===== src/rtl/free_list_ctrl.sv =====
// Physical-register free list for a 2-wide rename stage, with a speculative head, a commit head and a release tail.
// Optional FREELIST_BYPASS_EN: same-cycle releases may satisfy allocations beyond the stored entries.
module free_list_ctrl #(
    parameter int NPREG = 64,
    parameter int NAREG = 32
) (
    input  logic       clk,
    input  logic       rst,
    input  logic       stall,
    input  logic       recover,
    input  logic       alloc1_req,
    input  logic       alloc2_req,
    output logic [5:0] rd1prn,
    output logic [5:0] rd2prn,
    output logic       alloc_ok,
    output logic       fl_stall,
    input  logic       rel1_en,
    input  logic       rel2_en,
    input  logic [5:0] rel1_prn,
    input  logic [5:0] rel2_prn,
    input  logic       cmt1_en,
    input  logic       cmt2_en,
    output logic [5:0] fl_count,
    output logic       fl_err
);

    localparam int         FLD   = NPREG - NAREG;
    localparam int         PW    = $clog2(FLD);
    localparam logic [5:0] FLD_C = 6'(FLD);

    logic [5:0]    entry [FLD];
    logic [PW-1:0] sh, ch, tl;
    logic [5:0]    count;
    // Allocated-but-uncommitted entries; disambiguates ch==sh and restores count on recover.
    logic [5:0]    spec_cnt;

    logic [1:0]    need, alloc_n, relsum, cmsum;
    logic          rel1_ok, rel2_ok, cm1_ok, cm2_ok, grant;
    logic [6:0]    avail;
    logic [5:0]    p0, p1;
    logic [PW-1:0] ch_next;

    function automatic logic [PW-1:0] wrap_add(input logic [PW-1:0] p, input logic [1:0] inc);
        int s;
        s = int'(p) + int'(inc);
        if (s >= FLD) s -= FLD;
        return PW'(s);
    endfunction

    // A release into a full list or a commit past the speculative head is dropped.
    assign rel1_ok = rel1_en & (count < FLD_C);
    assign rel2_ok = rel2_en & ((count + {5'b0, rel1_ok}) < FLD_C);
    assign cm1_ok  = cmt1_en & (spec_cnt != 6'd0);
    assign cm2_ok  = cmt2_en & (spec_cnt > {5'b0, cm1_ok});

    assign need    = {1'b0, alloc1_req} + {1'b0, alloc2_req};
    assign relsum  = {1'b0, rel1_ok} + {1'b0, rel2_ok};
    assign cmsum   = {1'b0, cm1_ok} + {1'b0, cm2_ok};
`ifdef FREELIST_BYPASS_EN
    assign avail   = {1'b0, count} + {6'b0, rel1_ok} + {6'b0, rel2_ok};
`else
    assign avail   = {1'b0, count};
`endif
    assign alloc_ok = {5'b0, need} <= avail;
    assign fl_stall = (need != 2'd0) & ~alloc_ok;
    assign grant    = alloc_ok & ~stall & ~recover;
    assign alloc_n  = grant ? need : 2'd0;
    assign ch_next  = wrap_add(ch, cmsum);
    assign fl_count = count;

    // NOTE: every always_comb output gets a default first so no path leaves it unassigned (no latch).
    always_comb begin
        rd1prn = 6'd0;
        rd2prn = 6'd0;
`ifdef FREELIST_BYPASS_EN
        p0 = (count != 6'd0) ? entry[sh] : (rel1_ok ? rel1_prn : rel2_prn);
        if (count > 6'd1)
            p1 = entry[wrap_add(sh, 2'd1)];
        else if (count == 6'd1)
            p1 = rel1_ok ? rel1_prn : rel2_prn;
        else
            p1 = rel2_prn;
`else
        p0 = entry[sh];
        p1 = entry[wrap_add(sh, 2'd1)];
`endif
        if (alloc_ok) begin
            if (alloc1_req) rd1prn = p0;
            if (alloc2_req) rd2prn = alloc1_req ? p1 : p0;
        end
    end

    // NOTE: sequential state uses non-blocking assignments so every register samples pre-edge values.
    always_ff @(posedge clk) begin
        if (rst) begin
            // NOTE: the storage array is reset because it must hold the initial free prns NAREG..NPREG-1.
            for (int i = 0; i < FLD; i++) entry[i] <= 6'(NAREG + i);
            sh       <= '0;
            ch       <= '0;
            tl       <= '0;
            count    <= FLD_C;
            spec_cnt <= 6'd0;
            fl_err   <= 1'b0;
        end else begin
            if (rel1_ok) entry[tl] <= rel1_prn;
            if (rel2_ok) entry[wrap_add(tl, {1'b0, rel1_ok})] <= rel2_prn;
            tl <= wrap_add(tl, relsum);
            ch <= ch_next;
            if (recover) begin
                sh       <= ch_next;
                count    <= count + {4'b0, relsum} + spec_cnt - {4'b0, cmsum};
                spec_cnt <= 6'd0;
            end else begin
                sh       <= wrap_add(sh, alloc_n);
                count    <= count - {4'b0, alloc_n} + {4'b0, relsum};
                spec_cnt <= spec_cnt + {4'b0, alloc_n} - {4'b0, cmsum};
            end
            if ((rel1_en & ~rel1_ok) | (rel2_en & ~rel2_ok) | (cmt1_en & ~cm1_ok) | (cmt2_en & ~cm2_ok))
                fl_err <= 1'b1;
        end
    end

endmodule


===== config.mk =====
export PLATFORM = sky130hd
export DESIGN_NAME = free_list_ctrl
export DESIGN_NICKNAME = d
export VERILOG_FILES = /design/src/rtl/free_list_ctrl.sv
export SDC_FILE = /design/constraint.sdc
export NUM_CORES = 1
export LEC_CHECK = 0
export BUFFER_PORTS_ARGS = -buffer_cell sky130_fd_sc_hd__buf_2
export CAP_MARGIN = 20
export CORE_MARGIN = 5
export CORE_UTILIZATION = 60
export CTS_CLUSTER_DIAMETER = 40
export DETAILED_ROUTE_END_ITERATION = 16
export GPL_TIMING_DRIVEN = 0
export HOLD_SLACK_MARGIN = 0.15
export PLACE_DENSITY = 0.75
export SLEW_MARGIN = 30
export SYNTH_ARGS = -nofsm -noshare
export SYNTH_HDL_FRONTEND = slang
export SYNTH_SLANG_ARGS = --single-unit

===== constraint.sdc =====
create_clock -name clk -period 6 [get_ports clk]
set_input_delay 1.2 -clock clk [delete_from_list [all_inputs] [get_ports clk]]
set_output_delay 1.2 -clock clk [all_outputs]
set_load 0.02 [all_outputs]

==> out/results.tsv, run 1 <==
metric	value	unit
H-tree depth	2	
Pwr Total	6.65	mW
# IOs	43	
Layout area overhead	12.0	%
Layout Nets	1572	
Netlist cell types	69	
Post-CTS Resized	0	
Tcrit/Tclk final	94.6	%
Worst Skew	0.0171	ns
RSZ-0062 raised after global routing	no	
EDFF count, synth	192	
placed cell count	1780	
Synth Area in Simple Gates	14.9	%
syn nets	1498	
DR WL/cell	29.4	um
post-synthesis mux area share	18.1	%
CTS tree	built	
global-route usage over all layers	38.3	%
P_int	4.21	mW
leakage	5.44	nW
Post-Route Utilization	68.2	%
power per cell area	401	mW/mm2
drt total wl	54.2	mm
compound-gate portion of the synthesized area	12.1	%
Die ar.	0.0279	mm2
critical path's slowest cell	o2111ai_1	
critical path cell sequence	buf_2, clkbuf_1, inv_2, ha_1, inv_1, ha_1, nor2b_1, o2111ai_1, nor3b_1, nand2_1, inv_1, fa_1, inv_1, ha_1, a21o_1, a21oi_1, o21bai_1, a21oi_1, nor4_1, a311oi_1	
maximum clock insertion buffer count	3	
main combinational cell family by area after synthesis	multiplexers	
routability cong.	1.06	
Setup violations, final	0	
post-route minimum period	5.68	ns
mapped cell area	0.0148	mm2
most common cell after layout, fill and taps aside	edfxtp_1	
worst path required time	6.42	ns
share of layout cells above drive strength 1	17.1	%
fin cells	1845	
worst slew pin tran	1.10	ns
Die Wd	167	um
critical path endpoint category	flip-flop	
Fin Setup TNS	0	ns
Syn Area/Cell	10.4	um2
CP max stage delay	0.72	ns
ys flop type	edfxtp_1	
Reg clk slew, reported paths	0.05	ns
antenna violations before repair	1	
worst skew pair latency	0.53	ns
flops & latches, synth	220	
diodes inserted	0	
clock sinks	220	
max-slew violations	0	
post-synthesis sequential area ratio	42.7	%
status	finished, final reports clean	
Async SR Flop Fraction	0	%
ANT nets after route	0	
vias	12900	
largest net degree at the start of global routing	13	
Post-DP HPWL	40.2	mm
relative slew slack	26.7	%
Max Clock Freq	176	MHz
Hold Fails Final Rpt	0	
CTS Buf Count	36	
count of hold-fix buffers inserted at cts	0	
most frequent cells in the layout	192 x edfxtp_1, 188 x nor2_1, 120 x nand2_1	
Max rail drop VDD	0.543	mV
WP data arrival	6.10	ns
first drt pass iteration count	6	
Sw Share	36.6	%
largest fanout on the critical path	8	
Hold Crit Depth	2	
total gr overflow	0	
global-route wire length before repair	78.8	mm
# fillers	1846	
1st-iter DRT viols	2219	
NetSw	2.43	mW
vias in the first global route	12300	
Port Buf Inserts	36	
Logic pwr share	41.4	%
adder-cell share of the synthesized area	5.29	%
FP Rows	57	
postcts setup bufs	0	
critical path class	in2reg	
synthesized instance count	1420	
Min-Delay Path Class	reg2reg	
die span in y	167	um
CTS Root Cell	clkbuf_16	
Reg2Reg Depth	16	
CP startpoint kind	input pin	
Synth Area in XOR/XNOR	1.41	%
sequential share of power	27.4	%
setup ws final	0.321	ns
Clock Power Share	31.2	%
Initial Util	60.9	%
Synthesis Warnings	0	
DR vias/cell	7.01	
max cap viols	0	
Residual DRC	0	
area of the core	0.0243	mm2
pre-CTS setup slack	0.0642	ns
==> per-stage QoR <==
| step | area, um2 | hold slack, ns |
|---|---|---|
| after floorplan | 14800 | 0.498 |
| after global placement | 15400 | 0.519 |
| after detailed placement | 15400 | 0.536 |
| after CTS | 16600 | 0.553 |
| after global routing | 16600 | 0.594 |
| final | 16600 | 0.552 |
==> cells in the mapped netlist (all sizes together) (15+ instances only) <==
library cell,count,share of area (%)
edfxtp,192,39
nor2,191,4.9
nand2,120,3.0
mux4,84,13
a21oi,78,2.6
inv,67,1.7
nand3,65,2.2
o21ai,61,2.1
clkbuf,60,1.5
mux2i,58,3.9
buf,57,2.2
a31oi,45,1.9
ha,45,3.8
nor3,42,1.4
dfxtp,28,3.8
a221oi,19,1.1
mux2,18,1.4
o31ai,18,0.91
o22ai,15,0.63
==> worst max-delay path, delay by kind of cell <==
family	cells	cell delay, ns
AND/OR/NAND/NOR	4	0.81
buffers and inverters	6	1.15
AO/OA/AOI/OAI	6	1.73
adder cells (fa/ha/maj)	4	1.20
==> routing by layer <==
metal  global-route usage, %  up-vias  part of all wire (%)
met1                    50.9     6107                    35
met4                    18.5        2                   6.3
met5                       0        -                 0.026
li1                        -     5462                     -
met3                    15.4      231                    17
met2                    55.2     1138                    42
==> power groups by stage <==
stage / Clock (mW) / Sequential (mW) / Combinational [mW]
2_1_floorplan: 0 / 1.84 / 2.00
3_3_place_gp: 0 / 1.85 / 2.64
3_5_place_dp: 0 / 1.85 / 2.69
4_1_cts: 2.06 / 1.82 / 2.72
5_1_grt: 2.13 / 1.83 / 2.98
6_report: 2.07 / 1.82 / 2.75
==> worst paths after layout <==
kind / from / to / slack, ns
setup reg to reg: fl_count[1]$_SDFF_PP0_ / fl_count[5]$_SDFF_PP1_ / 1.42
setup / recovery: alloc1_req / fl_count[5]$_SDFF_PP1_ / 0.32
hold reg to reg: fl_err$_SDFFE_PP0P_ / fl_err$_SDFFE_PP0P_ / 0.55
hold / removal: fl_err$_SDFFE_PP0P_ / fl_err$_SDFFE_PP0P_ / 0.55
==> final cells by class <==
| type | count | area, um2 | area share, % |
|---|---|---|---|
| well taps | 324 | 405 | 2.44 |
| multi-input cells | 1014 | 7670 | 46.3 |
| inverters | 69 | 259 | 1.56 |
| clock buffers | 41 | 941 | 5.67 |
| plain buffers | 117 | 548 | 3.31 |
| flip-flops and latches | 220 | 6330 | 38.2 |
| repair buffers | 36 | 180 | 1.09 |
| clock inverters | 24 | 251 | 1.52 |
==> logic make-up (layout without fill, tap and decap cells) <==
kind of cell / count (synthesis) / in the layout
xor+xnor: 23 / 23
simple gates: 490 / 490
mux: 160 / 160
fa+ha+maj: 56 / 56
buf+inv: 186 / 287
compound gates: 285 / 285
flops: 220 / 220
==> flip-flops by register name, summed over array words and instances (netlist names) <==
register / cells
entry: 192
fl_count: 6
spec_cnt: 6
ch: 5
sh: 5
tl: 5
fl_err: 1
Power figures use the tool's default switching activity.
==> run 2, diff against run 1 <==
- BUFFER_PORTS_ARGS: -buffer_cell sky130_fd_sc_hd__buf_2 -> -buffer_cell sky130_fd_sc_hd__clkbuf_2
- GPL_TIMING_DRIVEN: 0 -> not set
==> run 2 against run 1 <==
Net effect: utilization shrank 1.7 points; clock power is essentially flat; clock-buffer cell count down 2; sequential power barely moved; largest cell class unchanged.
==> out/results.tsv, run 2 (synthesis results as in run 1) <==
metric	value	unit
Logic pwr share	39.7	%
DR WL/cell	26.8	um
Die Wd	167	um
most common cell after layout, fill and taps aside	edfxtp_1	
DR vias/cell	7.05	
CTS tree	built	
Layout area overhead	9.15	%
CP startpoint kind	input pin	
status	finished, final reports clean	
Clock Power Share	32.1	%
vias	12300	
RSZ-0062 raised after global routing	no	
Hold Fails Final Rpt	0	
max reg flops	192	
routability cong.	0.985	
Sw Share	35.4	%
largest fanout on the critical path	9	
relative slew slack	28.8	%
H-tree depth	2	
footprint of the multi-input gates	0.00768	mm2
largest net degree at the start of global routing	112	
die span in y	167	um
WP data arrival	3.57	ns
count of hold-fix buffers inserted at cts	0	
area of the core	0.0243	mm2
FF+latch area	0.00633	mm2
global-route usage over all layers	32.8	%
Post-CTS Resized	0	
FP Rows	57	
critical path class	in2out	
worst slew pin tran	1.07	ns
NetSw	2.30	mW
Post-DP HPWL	32.3	mm
Tcrit/Tclk final	79.4	%
ANT nets after route	0	
# fillers	1821	
diodes inserted	0	
# IOs	43	
share of layout cells above drive strength 1	16.0	%
Largest Register	entry	
Fin Setup TNS	0	ns
1st-iter DRT viols	1971	
max-slew violations	0	
vias in the first global route	11500	
post-route minimum period	4.77	ns
most frequent cells in the layout	192 x edfxtp_1, 188 x nor2_1, 120 x nand2_1	
R2R Setup Slk	1.57	ns
Pwr Total	6.49	mW
Port Buf Inserts	42	
Min-Delay Path Class	reg2reg	
worst hold slack	0.522	ns
clock sinks	220	
Die ar.	0.0279	mm2
CTS Buf Count	34	
CTS Root Cell	clkbuf_16	
antenna violations before repair	0	
P_int	4.19	mW
Max Clock Freq	210	MHz
worst skew pair latency	0.52	ns
postcts setup bufs	0	
Reg clk slew, reported paths	0.05	ns
worst path required time	4.80	ns
critical path endpoint category	primary output	
maximum clock insertion buffer count	3	
Residual DRC	0	
Worst Skew	0.0163	ns
Layout Nets	1466	
leakage	5.20	nW
Initial Util	60.9	%
sequential share of power	28.3	%
total gr overflow	0	
drt total wl	46.5	mm
first drt pass iteration count	8	
Setup violations, final	0	
global-route wire length before repair	69.9	mm
power per cell area	401	mW/mm2
max cap viols	0	
Max rail drop VDD	0.558	mV
run 2: worst paths after layout:
path                       endpoint              startpoint  cells after the start
min             fl_err$_SDFFE_PP0P_     fl_err$_SDFFE_PP0P_                      2
min reg2reg     fl_err$_SDFFE_PP0P_     fl_err$_SDFFE_PP0P_                      2
max reg2reg  fl_count[5]$_SDFF_PP1_  spec_cnt[2]$_SDFF_PP0_                     23
max                       rd2prn[2]              alloc1_req                     10
run 2: power groups by stage:
stage                     logic, mW  registers [mW]  clock network [mW]
after floorplan                2.00            1.84                   0
after global routing           2.82            1.84                2.15
after detailed placement       2.54            1.86                   0
final                          2.57            1.83                2.08
after CTS                      2.56            1.83                2.08
after global placement         2.49            1.86                   0
run 2: area by class of cell:
class	instances	share of cell area (%)
multi-input cells	1014	47.6
flip-flops and latches	220	39.2
clock buffers	39	5.64
repair buffers	49	1.78
inverters	69	1.60
well taps	324	2.51
clock inverters	23	1.73
run 2: routing by layer:
metal	vias up	track usage, %	wire [um]
met5	-	0	0
met4	0	12.7	2360
met3	172	8.15	6970
met2	1057	49.3	20600
met1	5773	46.3	16700
li1	5253	-	-
run 2: stage by stage:
stage	cell area (um2)	instances	utilization (%)	worst slack (ns)
5_1_grt	16200	1738	66.4	1.13
6_report	16200	1738	66.4	1.23
2_1_floorplan	14800	1420	-	1.18
3_3_place_gp	15000	1676	61.5	1.15
3_5_place_dp	15000	1676	61.5	0.992
4_1_cts	16200	1738	66.4	1.36
run 2: critical path: stages:
cell       delay, ns
clkbuf_2        0.25
inv_2           0.17
ha_1            0.34
inv_1           0.06
ha_1            0.13
nor2b_1         0.04
o2111ai_1       0.35
nand2_1         0.34
a211oi_1        0.43
clkbuf_2        0.25
==> run 3, diff against run 2 <==
- ABC_AREA: not set -> 1
- clock period: 6 -> 4.58 ns (I/O delays scaled with it)
==> run 3 against run 2 <==
Net effect: register-to-register slack got worse by 1.2 ns; clock-buffer cell count increased by 4; clock skew increased by 0.0031 ns; critical path depth increased by 2; sequential power increased by 33%; flip-flop and latch count unchanged; critical endpoint is now rd2prn[1].
==> out/results.tsv, run 3 <==
metric	value	unit
# fillers	2413	
most numerous cell in the Yosys netlist	nand2_1	
CP top delay family	buffers and inverters	
placed cell count	2773	
most common cell after layout, fill and taps aside	nand2_1	
met2 wire len	24.9	mm
Post-Route Utilization	67.5	%
flops & latches, synth	220	
Synthesis Warnings	0	
vias	17200	
ys flop type	edfxtp_1	
Largest Register	entry	
vias in the first global route	15500	
worst path required time	3.66	ns
Post-DP HPWL	39.4	mm
CTS Root Cell	clkbuf_16	
Netlist cell types	36	
FP Rows	60	
diodes inserted	0	
first drt pass iteration count	6	
largest fanout on the critical path	34	
Placed Area	0.0170	mm2
RSZ-0062 raised after global routing	no	
FF+latch area	0.00633	mm2
fin cells	2844	
global-route usage over all layers	37.1	%
Die ar.	0.0309	mm2
share of layout cells above drive strength 1	6.51	%
Reg clk slew, reported paths	0.05	ns
Initial Util	61.0	%
share of the synthesized area in the top cell type	35.0	%
relative slew slack	32.0	%
max cap viols	0	
Area contributors post-synth	edfxtp_1 35%, nand2_1 20%, nand3_1 13%	
largest net degree at the start of global routing	170	
Die Wd	176	um
post-synthesis sequential area ratio	38.4	%
ANT nets after route	0	
Min-Delay Path Class	reg2reg	
max-slew violations	0	
worst slew pin tran	1.02	ns
worst path bufs/invs	3	
CP startpoint kind	flip-flop	
WL met1	22.6	mm
Setup violations, final	0	
critical path's slowest cell	dfxtp_4	
DR WL/cell	20.6	um
mapped cell area	0.0165	mm2
routability cong.	0.965	
Max Clock Freq	235	MHz
CTS Buf Count	38	
syn nets	2563	
Tcrit/Tclk final	93.0	%
global-route wire length before repair	88.7	mm
antenna violations before repair	0	
Layout area overhead	10.6	%
critical path class	reg2out	
footprint of the multi-input gates	0.00823	mm2
EDFF count, synth	192	
Layout Nets	2551	
worst skew pair latency	0.52	ns
worst r2r src	spec_cnt[2]$_SDFF_PP0_	
post-route minimum period	4.26	ns
DR vias/cell	6.05	
synthesized instance count	2485	
# IOs	43	
most frequent cells in the layout	878 x nand2_1, 444 x nand3_1, 377 x inv_1	
drt total wl	58.7	mm
critical path cell sequence	ha_1, inv_1, buf_4, nand3_1, nand3_1, nand3_1, nand2_1, nand2_1, nand2_1, nor2_1, nor2_1, clkbuf_2	
maximum clock insertion buffer count	3	
H-tree depth	2	
Async SR Flop Fraction	0	%
CP max stage delay	0.65	ns
power per cell area	515	mW/mm2
WP data arrival	3.34	ns
Worst Skew	0.0193	ns
area of the core	0.0270	mm2
CTS tree	built	
Max rail drop VDD	0.639	mV
Residual DRC	0	
total gr overflow	0	
leakage	8.73	nW
Hold Fails Final Rpt	0	
critical path endpoint category	primary output	
area leader, netlist	edfxtp_1	
status	finished, final reports clean	
Critical Path Start	sh[0]$_SDFF_PP0_	
count of hold-fix buffers inserted at cts	0	
Post-synth top cells	878 x nand2_1, 444 x nand3_1, 378 x inv_1	
1st-iter DRT viols	2545	
Fin Setup TNS	0	ns
clock sinks	220	
Max Used Layer	met4	
max reg flops	192	
Port Buf Inserts	42	
Syn Area/Cell	6.64	um2
HP Start	ch[4]$_SDFF_PP0_	
met3 wire length	8.01	mm
die span in y	176	um
Finished Cell Area	0.0182	mm2
run 3: layout make-up:
| type | count | share of cell area, % |
|---|---|---|
| Timing Repair Buffer | 82 | 3.02 |
| Sequential cell | 220 | 34.7 |
| Clock inverter | 27 | 1.39 |
| Tap cell | 341 | 2.34 |
| Clock buffer | 43 | 5.49 |
| Inverter | 383 | 7.90 |
| Multi-Input combinational cell | 1748 | 45.1 |
run 3: path summary, 6_finish.rpt:
path	depth (start not counted)	endpoint	slack, ns
setup / recovery	12	rd2prn[1]	0.32
hold / removal	1	ch[4]$_SDFF_PP0_	0.48
setup reg to reg	24	fl_count[5]$_SDFF_PP1_	0.34
hold reg to reg	1	ch[4]$_SDFF_PP0_	0.48
run 3: per-layer routing:
layer,track usage [%],up-vias
met4,16.2,0
met5,0,-
met2,56.1,1223
li1,-,7921
met3,7.62,248
met1,51.9,7816
run 3: cells by family after synthesis:
family,Yosys count,synth area share (%)
AO/OA/AOI/OAI,194,6.28
XOR/XNOR,16,0.850
adder cells (fa/ha/maj),56,4.75
buffers and inverters,517,11.9
flip-flops,220,38.4
AND/OR/NAND/NOR,1482,37.8
run 3: stage by stage:
step	setup slack [ns]	hold WS, ns	power, mW
floorplan	0.346	0.415	5.26
global placement	0.221	0.429	6.40
detailed placement	0.138	0.457	6.47
CTS	0.230	0.470	9.25
global route	0.0564	0.480	9.90
finish	0.320	0.478	9.39
run 3: power by group:
part | switching [mW] | total [mW] | internal [mW]
clock network | 1.07 | 2.79 | 1.72
registers | 0.142 | 2.44 | 2.30
logic | 2.81 | 4.16 | 1.35
run 3: timing repair:
action / in CTS / in global routing
gates resized for setup: 0 / 0
setup buffers: 0 / 1
endpoints found under the setup margin: 0 / 4
